==> src/rtl/hazard_ctrl_if.sv <==
// Pipeline-to-hazard-controller bundle: ID/EX/MEM hazard inputs and the stage
// control, bubble/flush and forwarding-select outputs.
interface hazard_ctrl_if;
    logic       id_valid;
    logic [4:0] id_rs;
    logic [4:0] id_rt;
    logic       id_uses_rt;
    logic       id_is_mdu;
    logic [4:0] ex_rd;
    logic       ex_regwrite;
    logic       ex_memread;
    logic [4:0] mem_rd;
    logic       mem_regwrite;
    logic       branch_taken;

    logic       pc_en;
    logic       ifid_en;
    logic       idex_en;
    logic       idex_bubble;
    logic       exmem_bubble;
    logic       ifid_flush;
    logic [1:0] fwd_a;
    logic [1:0] fwd_b;
    logic       mdu_busy;

    modport master (
        output id_valid, id_rs, id_rt, id_uses_rt, id_is_mdu,
               ex_rd, ex_regwrite, ex_memread, mem_rd, mem_regwrite, branch_taken,
        input  pc_en, ifid_en, idex_en, idex_bubble, exmem_bubble, ifid_flush,
               fwd_a, fwd_b, mdu_busy
    );

    modport slave (
        input  id_valid, id_rs, id_rt, id_uses_rt, id_is_mdu,
               ex_rd, ex_regwrite, ex_memread, mem_rd, mem_regwrite, branch_taken,
        output pc_en, ifid_en, idex_en, idex_bubble, exmem_bubble, ifid_flush,
               fwd_a, fwd_b, mdu_busy
    );
endinterface

==> src/rtl/hazard_ctrl.sv <==
// 5-stage MIPS hazard/sequencing controller: load-use, branch flush, MDU occupancy
// and registered EX forwarding selects. Define HAZ_STATS_EN to add stall_count.
module hazard_ctrl #(
    parameter int unsigned MDU_LAT = 4
) (
    input  logic        clk,
    input  logic        reset,
    hazard_ctrl_if.slave hif
`ifdef HAZ_STATS_EN
    ,
    output logic [31:0] stall_count
`endif
);

    typedef enum logic {
        RUN      = 1'b0,
        MDU_BUSY = 1'b1
    } state_e;

    localparam logic [3:0] CNT_INIT  = 4'(MDU_LAT - 1);
    localparam logic       MDU_MULTI = (MDU_LAT > 1);

    state_e     state_q, state_d;
    logic [3:0] cnt_q, cnt_d;
    logic [1:0] fwd_a_q, fwd_a_d;
    logic [1:0] fwd_b_q, fwd_b_d;

    logic load_use;
    logic pc_en, ifid_en, idex_en, idex_bubble, exmem_bubble, ifid_flush;

    // Newer producer (EX) wins over MEM; rd==0 is never a real write.
    function automatic logic [1:0] fwd_sel(input logic [4:0] src,
                                           input logic [4:0] ex_rd,
                                           input logic       ex_wr,
                                           input logic [4:0] mem_rd,
                                           input logic       mem_wr);
        if (ex_wr && ex_rd != 5'd0 && ex_rd == src)
            return 2'b01;
        else if (mem_wr && mem_rd != 5'd0 && mem_rd == src)
            return 2'b10;
        else
            return 2'b00;
    endfunction

    assign load_use = hif.id_valid && hif.ex_memread && (hif.ex_rd != 5'd0) &&
                      ((hif.ex_rd == hif.id_rs) ||
                       (hif.id_uses_rt && hif.ex_rd == hif.id_rt));

    always_comb begin
        // NOTE: every output gets a default first so no path can infer a latch.
        state_d      = state_q;
        cnt_d        = cnt_q;
        pc_en        = 1'b1;
        ifid_en      = 1'b1;
        idex_en      = 1'b1;
        idex_bubble  = 1'b0;
        exmem_bubble = 1'b0;
        ifid_flush   = 1'b0;
        fwd_a_d      = fwd_a_q;
        fwd_b_d      = fwd_b_q;

        if (!reset) begin
            case (state_q)
                RUN: begin
                    if (hif.branch_taken) begin
                        ifid_flush  = 1'b1;
                        idex_bubble = 1'b1;
                    end else if (load_use) begin
                        pc_en       = 1'b0;
                        ifid_en     = 1'b0;
                        idex_bubble = 1'b1;
                    end else if (hif.id_valid && hif.id_is_mdu && MDU_MULTI) begin
                        state_d = MDU_BUSY;
                        cnt_d   = CNT_INIT;
                    end
                end
                MDU_BUSY: begin
                    pc_en        = 1'b0;
                    ifid_en      = 1'b0;
                    idex_en      = 1'b0;
                    exmem_bubble = 1'b1;
                    cnt_d        = cnt_q - 4'd1;
                    // <= 1 rather than == 1 so a corrupted count cannot wedge EX.
                    if (cnt_q <= 4'd1)
                        state_d = RUN;
                end
                default: state_d = RUN;
            endcase
        end

        if (idex_en) begin
            if (idex_bubble) begin
                fwd_a_d = 2'b00;
                fwd_b_d = 2'b00;
            end else begin
                fwd_a_d = fwd_sel(hif.id_rs, hif.ex_rd, hif.ex_regwrite, hif.mem_rd, hif.mem_regwrite);
                fwd_b_d = fwd_sel(hif.id_rt, hif.ex_rd, hif.ex_regwrite, hif.mem_rd, hif.mem_regwrite);
            end
        end
    end

    always_ff @(posedge clk) begin
        // NOTE: state registers use non-blocking assignments so all flops update together.
        if (reset) begin
            state_q <= RUN;
            cnt_q   <= 4'd0;
            fwd_a_q <= 2'b00;
            fwd_b_q <= 2'b00;
        end else begin
            state_q <= state_d;
            cnt_q   <= cnt_d;
            fwd_a_q <= fwd_a_d;
            fwd_b_q <= fwd_b_d;
        end
    end

    assign hif.pc_en        = pc_en;
    assign hif.ifid_en      = ifid_en;
    assign hif.idex_en      = idex_en;
    assign hif.idex_bubble  = idex_bubble;
    assign hif.exmem_bubble = exmem_bubble;
    assign hif.ifid_flush   = ifid_flush;
    assign hif.fwd_a        = fwd_a_q;
    assign hif.fwd_b        = fwd_b_q;
    assign hif.mdu_busy     = (state_q == MDU_BUSY) && !reset;

`ifdef HAZ_STATS_EN
    logic [31:0] stall_count_q, stall_count_d;

    // Free-running wrap at 2^32 is intended.
    assign stall_count_d = pc_en ? stall_count_q : stall_count_q + 32'd1;

    always_ff @(posedge clk) begin
        if (reset)
            stall_count_q <= 32'd0;
        else
            stall_count_q <= stall_count_d;
    end

    assign stall_count = stall_count_q;
`endif

endmodule

==> src/flat_wrapper.sv <==
// flat-port wrapper written by rule: the top's interface ports become plain ports
module hazard_ctrl_flat 
#(
    parameter int unsigned MDU_LAT = 4
)
  (clk, reset, hif_id_valid, hif_id_rs, hif_id_rt, hif_id_uses_rt, hif_id_is_mdu, hif_ex_rd, hif_ex_regwrite, hif_ex_memread, hif_mem_rd, hif_mem_regwrite, hif_branch_taken, hif_pc_en, hif_ifid_en, hif_idex_en, hif_idex_bubble, hif_exmem_bubble, hif_ifid_flush, hif_fwd_a, hif_fwd_b, hif_mdu_busy);
  hazard_ctrl_if hif_i ();
  input  logic clk;
  input  logic reset;
  input wire logic [$bits(hif_i.id_valid)-1:0] hif_id_valid;
  input wire logic [$bits(hif_i.id_rs)-1:0] hif_id_rs;
  input wire logic [$bits(hif_i.id_rt)-1:0] hif_id_rt;
  input wire logic [$bits(hif_i.id_uses_rt)-1:0] hif_id_uses_rt;
  input wire logic [$bits(hif_i.id_is_mdu)-1:0] hif_id_is_mdu;
  input wire logic [$bits(hif_i.ex_rd)-1:0] hif_ex_rd;
  input wire logic [$bits(hif_i.ex_regwrite)-1:0] hif_ex_regwrite;
  input wire logic [$bits(hif_i.ex_memread)-1:0] hif_ex_memread;
  input wire logic [$bits(hif_i.mem_rd)-1:0] hif_mem_rd;
  input wire logic [$bits(hif_i.mem_regwrite)-1:0] hif_mem_regwrite;
  input wire logic [$bits(hif_i.branch_taken)-1:0] hif_branch_taken;
  output wire logic [$bits(hif_i.pc_en)-1:0] hif_pc_en;
  output wire logic [$bits(hif_i.ifid_en)-1:0] hif_ifid_en;
  output wire logic [$bits(hif_i.idex_en)-1:0] hif_idex_en;
  output wire logic [$bits(hif_i.idex_bubble)-1:0] hif_idex_bubble;
  output wire logic [$bits(hif_i.exmem_bubble)-1:0] hif_exmem_bubble;
  output wire logic [$bits(hif_i.ifid_flush)-1:0] hif_ifid_flush;
  output wire logic [$bits(hif_i.fwd_a)-1:0] hif_fwd_a;
  output wire logic [$bits(hif_i.fwd_b)-1:0] hif_fwd_b;
  output wire logic [$bits(hif_i.mdu_busy)-1:0] hif_mdu_busy;
  assign hif_i.id_valid = hif_id_valid;
  assign hif_i.id_rs = hif_id_rs;
  assign hif_i.id_rt = hif_id_rt;
  assign hif_i.id_uses_rt = hif_id_uses_rt;
  assign hif_i.id_is_mdu = hif_id_is_mdu;
  assign hif_i.ex_rd = hif_ex_rd;
  assign hif_i.ex_regwrite = hif_ex_regwrite;
  assign hif_i.ex_memread = hif_ex_memread;
  assign hif_i.mem_rd = hif_mem_rd;
  assign hif_i.mem_regwrite = hif_mem_regwrite;
  assign hif_i.branch_taken = hif_branch_taken;
  assign hif_pc_en = hif_i.pc_en;
  assign hif_ifid_en = hif_i.ifid_en;
  assign hif_idex_en = hif_i.idex_en;
  assign hif_idex_bubble = hif_i.idex_bubble;
  assign hif_exmem_bubble = hif_i.exmem_bubble;
  assign hif_ifid_flush = hif_i.ifid_flush;
  assign hif_fwd_a = hif_i.fwd_a;
  assign hif_fwd_b = hif_i.fwd_b;
  assign hif_mdu_busy = hif_i.mdu_busy;
  hazard_ctrl #(.MDU_LAT(MDU_LAT)) u_core (.clk(clk), .reset(reset), .hif(hif_i));
endmodule
==> config.mk <==
export PLATFORM = sky130hd
export DESIGN_NAME = hazard_ctrl_flat
export DESIGN_NICKNAME = d
export VERILOG_FILES = /design/src/rtl/hazard_ctrl_if.sv /design/src/rtl/hazard_ctrl.sv /design/src/flat_wrapper.sv
export SDC_FILE = /design/constraint.sdc
export NUM_CORES = 1
export LEC_CHECK = 0
export CORE_UTILIZATION = 38
export CTS_CLUSTER_DIAMETER = 30
export DETAILED_ROUTE_END_ITERATION = 7
export PLACE_DENSITY_LB_ADDON = 0.25
export SYNTH_ARGS = -nofsm -noshare
export SYNTH_HDL_FRONTEND = slang
export SYNTH_SLANG_ARGS = --single-unit
export TNS_END_PERCENT = 100
==> constraint.sdc <==
create_clock -name clk -period 1.9 [get_ports clk]
set_input_delay 0.38 -clock clk [delete_from_list [all_inputs] [get_ports clk]]
set_output_delay 0.38 -clock clk [all_outputs]
set_load 0.01 [all_outputs]
==> results of run 1 <==
logic make-up (layout without fill, tap and decap cells):
logic type / Yosys count / after routing / synth area share [%]
compound gates: 17 / 17 / 20.21
xor+xnor: 20 / 20 / 23.77
fa+ha+maj: 2 / 2 / 3.395
flops: 9 / 9 / 24.45
simple gates: 33 / 33 / 22.41
buf+inv: 9 / 78 / 5.771
stage by stage:
stage	cells	setup TNS (ns)	util (%)	worst slack [ns]	instance area [um2]
floorplan	90	0	-	0.05278	737.0
finish	184	-0.2615	79.36	-0.1072	1400
global route	184	-0.4946	79.36	-0.1884	1400
global placement	175	-3.939	74.96	-0.7966	1323
detailed placement	175	-4.813	74.96	-0.9094	1323
CTS	186	-0.1389	79.29	-0.06639	1399
layout by cell type (no fill, tap or decap), types with 4 or more instances in the layout:
cell type         n
dlygate4sd2_1     5
dfxtp_1           9
xor2_1            9
buf_2             7
nand3_1           4
nor4_1            4
inv_1             5
nor3_1            4
clkdlybuf4s50_1  17
buf_4            31
xnor2_1           8
nor2_1            9
buf_6             5
cells in the mapped netlist:
| master | n | area [um2] |
|---|---|---|
| xor2_1 | 12 | 105.1 |
| nor2_1 | 11 | 41.29 |
| dfxtp_1 | 9 | 180.2 |
| xnor2_1 | 8 | 70.07 |
| inv_1 | 5 | 18.77 |
| nand3_1 | 5 | 25.02 |
| nor3_1 | 4 | 20.02 |
| nor4_1 | 4 | 25.02 |
| a22o_1 | 3 | 26.28 |
| nand2_1 | 3 | 11.26 |
| a21oi_1 | 2 | 10.01 |
| a32oi_1 | 2 | 17.52 |
| buf_4 | 2 | 15.01 |
| ha_1 | 2 | 25.02 |
| o21ai_0 | 2 | 10.01 |
| a211oi_1 | 1 | 7.510 |
| a21boi_0 | 1 | 7.510 |
| a21o_1 | 1 | 7.510 |
| a21o_2 | 1 | 8.760 |
| a221oi_1 | 1 | 8.760 |
| a41oi_4 | 1 | 27.53 |
| and3_1 | 1 | 6.260 |
| buf_2 | 1 | 5.000 |
| clkbuf_1 | 1 | 3.750 |
| nand2b_1 | 1 | 6.260 |
| nand4_1 | 1 | 6.260 |
| nor3_2 | 1 | 10.01 |
| nor3b_1 | 1 | 7.510 |
| o21a_1 | 1 | 7.510 |
| o311a_1 | 1 | 10.01 |
| or3_1 | 1 | 6.260 |
critical path: stages:
cell	delay, ns
buf_4	0.13
xor2_1	0.14
nor3_1	0.19
nand3_1	0.14
a21o_2	0.28
o21ai_2	0.12
nand2b_1	0.09
buf_2	0.15
sequential cells by signal (all words and copies together) (netlist names):
signal            flops
u_core.state_q        1
u_core.hif.fwd_b      2
u_core.hif.fwd_a      2
u_core.cnt_q          4
repair_timing:
item,4_1_cts,5_1_grt
hold buffers,0,0
setup endpoints to repair,7,6
pin swaps,14,10
setup buffers,7,0
gates resized for setup,87,8
metal layers:
layer | GRT usage, % | part of all wire [%]
met3 | 6.746 | 6.9
met2 | 57.18 | 53
met4 | 8.235 | 0
met1 | 38.37 | 40
met5 | 0 | 0
layout make-up:
class / instances / share of cell area (%)
timing repair buffer: 69 / 41.47
sequential: 9 / 12.87
clock buffer: 4 / 1.877
inverter: 5 / 1.340
multi-input combinational: 72 / 40.21
tap: 25 / 2.234
power by group:
part | internal, W | switching [W]
sequential | 0.000197 | 0.00000856
combinational | 0.000139 | 0.000109
clock | 0.0000811 | 0.0000713
worst paths after layout:
kind / from / end / slack, ns / depth (start not counted)
worst max-delay path: hif_ex_rd[4] / hif_pc_en / -0.11 / 8
worst min register to register: u_core.hif.fwd_b[1] / u_core.hif.fwd_b[1] / 0.48 / 1
worst min-delay path: u_core.hif.fwd_b[1] / u_core.hif.fwd_b[1] / 0.48 / 1
worst max register to register: u_core.state_q / u_core.cnt_q[3] / 0.65 / 4
==> impl_metrics.yaml, run 1 <==
outcome:
  outcome: "finished with violations"
  violations: "setup timing"
yosys:
  ys_types: 31
  synth_nets: 121
  synth_cells: 90
  syn_area_um2: 737.0
  ys_warn_count: 0
  syn_avg_cell_area_um2: 8.188
  synth-seq-cells: 9
  synth_seq_area_share_pct: 24.45
final_layout:
  multi_input_area_um2: 563.0
  seqCellArea_um2: 180.2
  nets: 191
  nFillCells: 136
  area_delta_synth_final_pct: 89.98
  drive_gt1_share_pct: 38.36
  diodes: 0
global_route:
  grt_pass1_wl_mm: 4.623
  grt_max_degree: 10
  grtUsageTotal_pct: 32.06
  grt_pass1_vias: 984
  antenna_found_initial: 0
  overflow: 0
timing:
  fin_crit_ns: 2.007
  final_max_slew_viol_count: 0
  slew_headroom_pct: 79.32
  finalCritPeriodShare_pct: 105.6
  setup_viol: 3
  hold_violations: 0
  holdWs_ns: 0.4817
  skew_ns: 0.01173
  timing.fmax_mhz: 498.2
  rsz0062_at_grt: "true"
  fin_ws_ns: -0.1072
  worst_pin_slew_ns: 0.3073
clocking:
  clk_pin_slew_ns: 0.07
  cts_buffer_depth: 2
  root_buffer: "clkbuf_4"
  cts_tree: "yes"
  cts_buffers: 3
  cts_htree_levels: 1
  cts_num_sinks: 9
  worstSkewPairLatency_ns: 0.27
placed_design:
  hpwl_mm: 2.011
  place.gp.congestion: 0.8591
  port_buffers: 39
detailed_routing:
  vias: 952
  ant_nets: 0
  drc: 0
  post_drt_via_cell_ratio: 5.174
  drt_iter0_drc: 36
  dr.pass1.iters: 4
  wl_per_cell_um: 15.72
  wirelength_mm: 2.893
floorplan:
  io-pin-count: 40
  fp.coreArea_um2: 1764
  initial_core_util_pct: 41.77
  design.die.area_um2: 2120
  rows: 15
  die_w_um: 46.04
  dieHeight_um: 46.04
worst_setup_path:
  crit_arrival_ns: 1.63
  path_max_fanout: 4
  worstSetupEndpointType: "output port"
  crit_path_start_kind: "primary input"
  cp_data_required_time_ns: 1.52
  critPathKind: "in2out"
power_and_ir_drop:
  power_density_nw_per_um2: 433.3
  power_w: 0.0006066
  irDropWorstVdd_mv: 0.4563
  p_leak_nw: 0.5989
job:
  maxCapViolCount: 0
hold_path:
  hold_path.class: "reg2reg"
Note: power is estimated with default switching activity, not from simulation.
==> run 2: changes to the inputs <==
--- a/config.mk
+++ b/config.mk
@@ -5,6 +5,7 @@
 export SDC_FILE = /design/constraint.sdc
 export NUM_CORES = 1
 export LEC_CHECK = 0
+export CORE_MARGIN = 10
 export CORE_UTILIZATION = 38
 export CTS_CLUSTER_DIAMETER = 30
 export DETAILED_ROUTE_END_ITERATION = 7
==> run 2 against run 1 <==
Net effect: the run still ends with setup timing left; non-clock buffer count decreased by 2; power is 3.1% lower; worst hold slack better by 0.0036 ns; fmax grew 3.7%; first-iteration DRC count shrank 19%; clock skew decreased by 0.0077 ns; sequential share of layout area grew 0.55 points; final area is 4.1% lower; via count fell by 1.5%.
==> impl_metrics.yaml, run 2 (synthesized netlist as in run 1, its figures left out) <==
placed_design:
  place.gp.congestion: 0.8204
  hpwl_mm: 2.391
  pre_cts_ws_ns: -0.8510
  port_buffers: 39
  dpl_cell_area_um2: 1338
worst_setup_path:
  crit_path_start_kind: "primary input"
  crit_arrival_ns: 1.56
  worstSetupEndpointType: "output port"
  critPathKind: "in2out"
  cp_data_required_time_ns: 1.52
  path_max_fanout: 3
global_route:
  grt_pass1_wl_mm: 4.926
  grt_max_degree: 9
  grt_pass1_vias: 966
  grtUsageTotal_pct: 14.81
  antenna_found_initial: 0
  overflow: 0
timing:
  setup-tns-final_ns: -0.07054
  finalCritPeriodShare_pct: 101.9
  final_max_slew_viol_count: 0
  setup_viol: 2
  hold_violations: 0
  rsz0062_at_grt: "true"
  timing.fmax_mhz: 516.6
  worst_pin_slew_ns: 0.3024
  slew_headroom_pct: 79.65
  skew_ns: 0.004043
  fin_crit_ns: 1.936
  fin_ws_ns: -0.03564
  holdWs_ns: 0.4853
power_and_ir_drop:
  irDropWorstVdd_mv: 0.4421
  p_leak_nw: 0.5933
  power_density_nw_per_um2: 437.7
final_layout:
  largest_reg_flops: 4
  area_delta_synth_final_pct: 82.17
  top_register: "u_core.cnt_q"
  layout_common_cells: "29 x buf_4, 16 x clkdlybuf4s50_1, 12 x xor2_1"
  finalInstanceArea_um2: 1343
  nets: 189
  diodes: 0
  final_common_cell: "buf_4"
  drive_gt1_share_pct: 34.39
  fin_util_pct: 75.30
  nFillCells: 131
clocking:
  cts_htree_levels: 1
  root_buffer: "clkbuf_4"
  cts_num_sinks: 9
  worstSkewPairLatency_ns: 0.27
  cts_buffers: 3
  cts_tree: "yes"
  clk_pin_slew_ns: 0.06
  cts_buffer_depth: 2
  ctsHoldBuffers: 0
job:
  maxCapViolCount: 0
floorplan:
  design.die.area_um2: 4101
  die_w_um: 64.04
  fp.coreArea_um2: 1783
  rows: 15
  dieHeight_um: 64.04
  initial_core_util_pct: 41.33
  io-pin-count: 40
detailed_routing:
  ant_nets: 0
  vias: 938
  drc: 0
  dr.pass1.iters: 4
  drt_iter0_drc: 29
  wirelength_mm: 2.936
  wl_per_cell_um: 16.13
  post_drt_via_cell_ratio: 5.154
outcome:
  outcome: "finished with violations"
  violations: "setup timing"
hold_path:
  hold_path.class: "reg2reg"
run 2: changes by cell type in the layout (fill, tap and decap cells not counted), sizes merged:
| cell | change |
|---|---|
| dlymetal6s2s | +1 |
| clkbuf | -1 |
| dlygate4sd1 | +1 |
| clkdlybuf4s50 | -1 |
| clkdlybuf4s15 | -2 |
run 2: where the power goes:
group	total (W)	switching [W]	internal, W
registers	0.000205	0.00000830	0.000197
logic	0.000234	0.000102	0.000132
clock network	0.000149	0.0000677	0.0000810
total	0.000588	0.000178	0.000410
run 2: timing repair:
action                                  in CTS  in global routing
pin swaps                                   13                  8
endpoints found under the setup margin      14                  4
gates resized for setup                     82                  8
setup buffers                                1                  0
run 2: cell type report:
class                   instances  area, um2  area share, %
flip-flops and latches          9      180.2          13.42
multi-input cells              72      530.5          39.52
well taps                      25      31.28          2.330
clock buffers                   4      26.28          1.957
inverters                       5      18.77          1.398
repair buffers                 67      555.5          41.38
run 2: worst max-delay path: stages:
cell and delay (ns):
clkdlybuf4s50_1 0.49, nand3_2 0.09, a21o_2 0.23, o21ai_2 0.12, nand2b_1 0.09, buf_2 0.15
run 2: through the flow:
stage,power [W],instances
floorplan,0.0003004,90
global placement,0.0004396,177
detailed placement,0.0004468,177
CTS,0.0005832,182
global route,0.0006232,182
finish,0.0005877,182
run 2: worst paths after layout:
check | start | end | slack [ns] | cells past startpoint
min reg2reg | u_core.hif.fwd_a[1] | u_core.hif.fwd_a[1] | 0.49 | 1
min | u_core.hif.fwd_a[1] | u_core.hif.fwd_a[1] | 0.49 | 1
max | hif_id_valid | hif_pc_en | -0.04 | 6
max reg2reg | u_core.cnt_q[0] | u_core.cnt_q[1] | 0.65 | 3
run 2: routing by layer:
layer  GRT usage [%]  vias to the layer above  part of all wire [%]
met5               0                        -                     0
met4           4.645                        0                   2.0
met3           4.007                        8                   5.7
met2           25.87                       39                    49
met1           16.99                      438                    43
li1                -                      453                     -
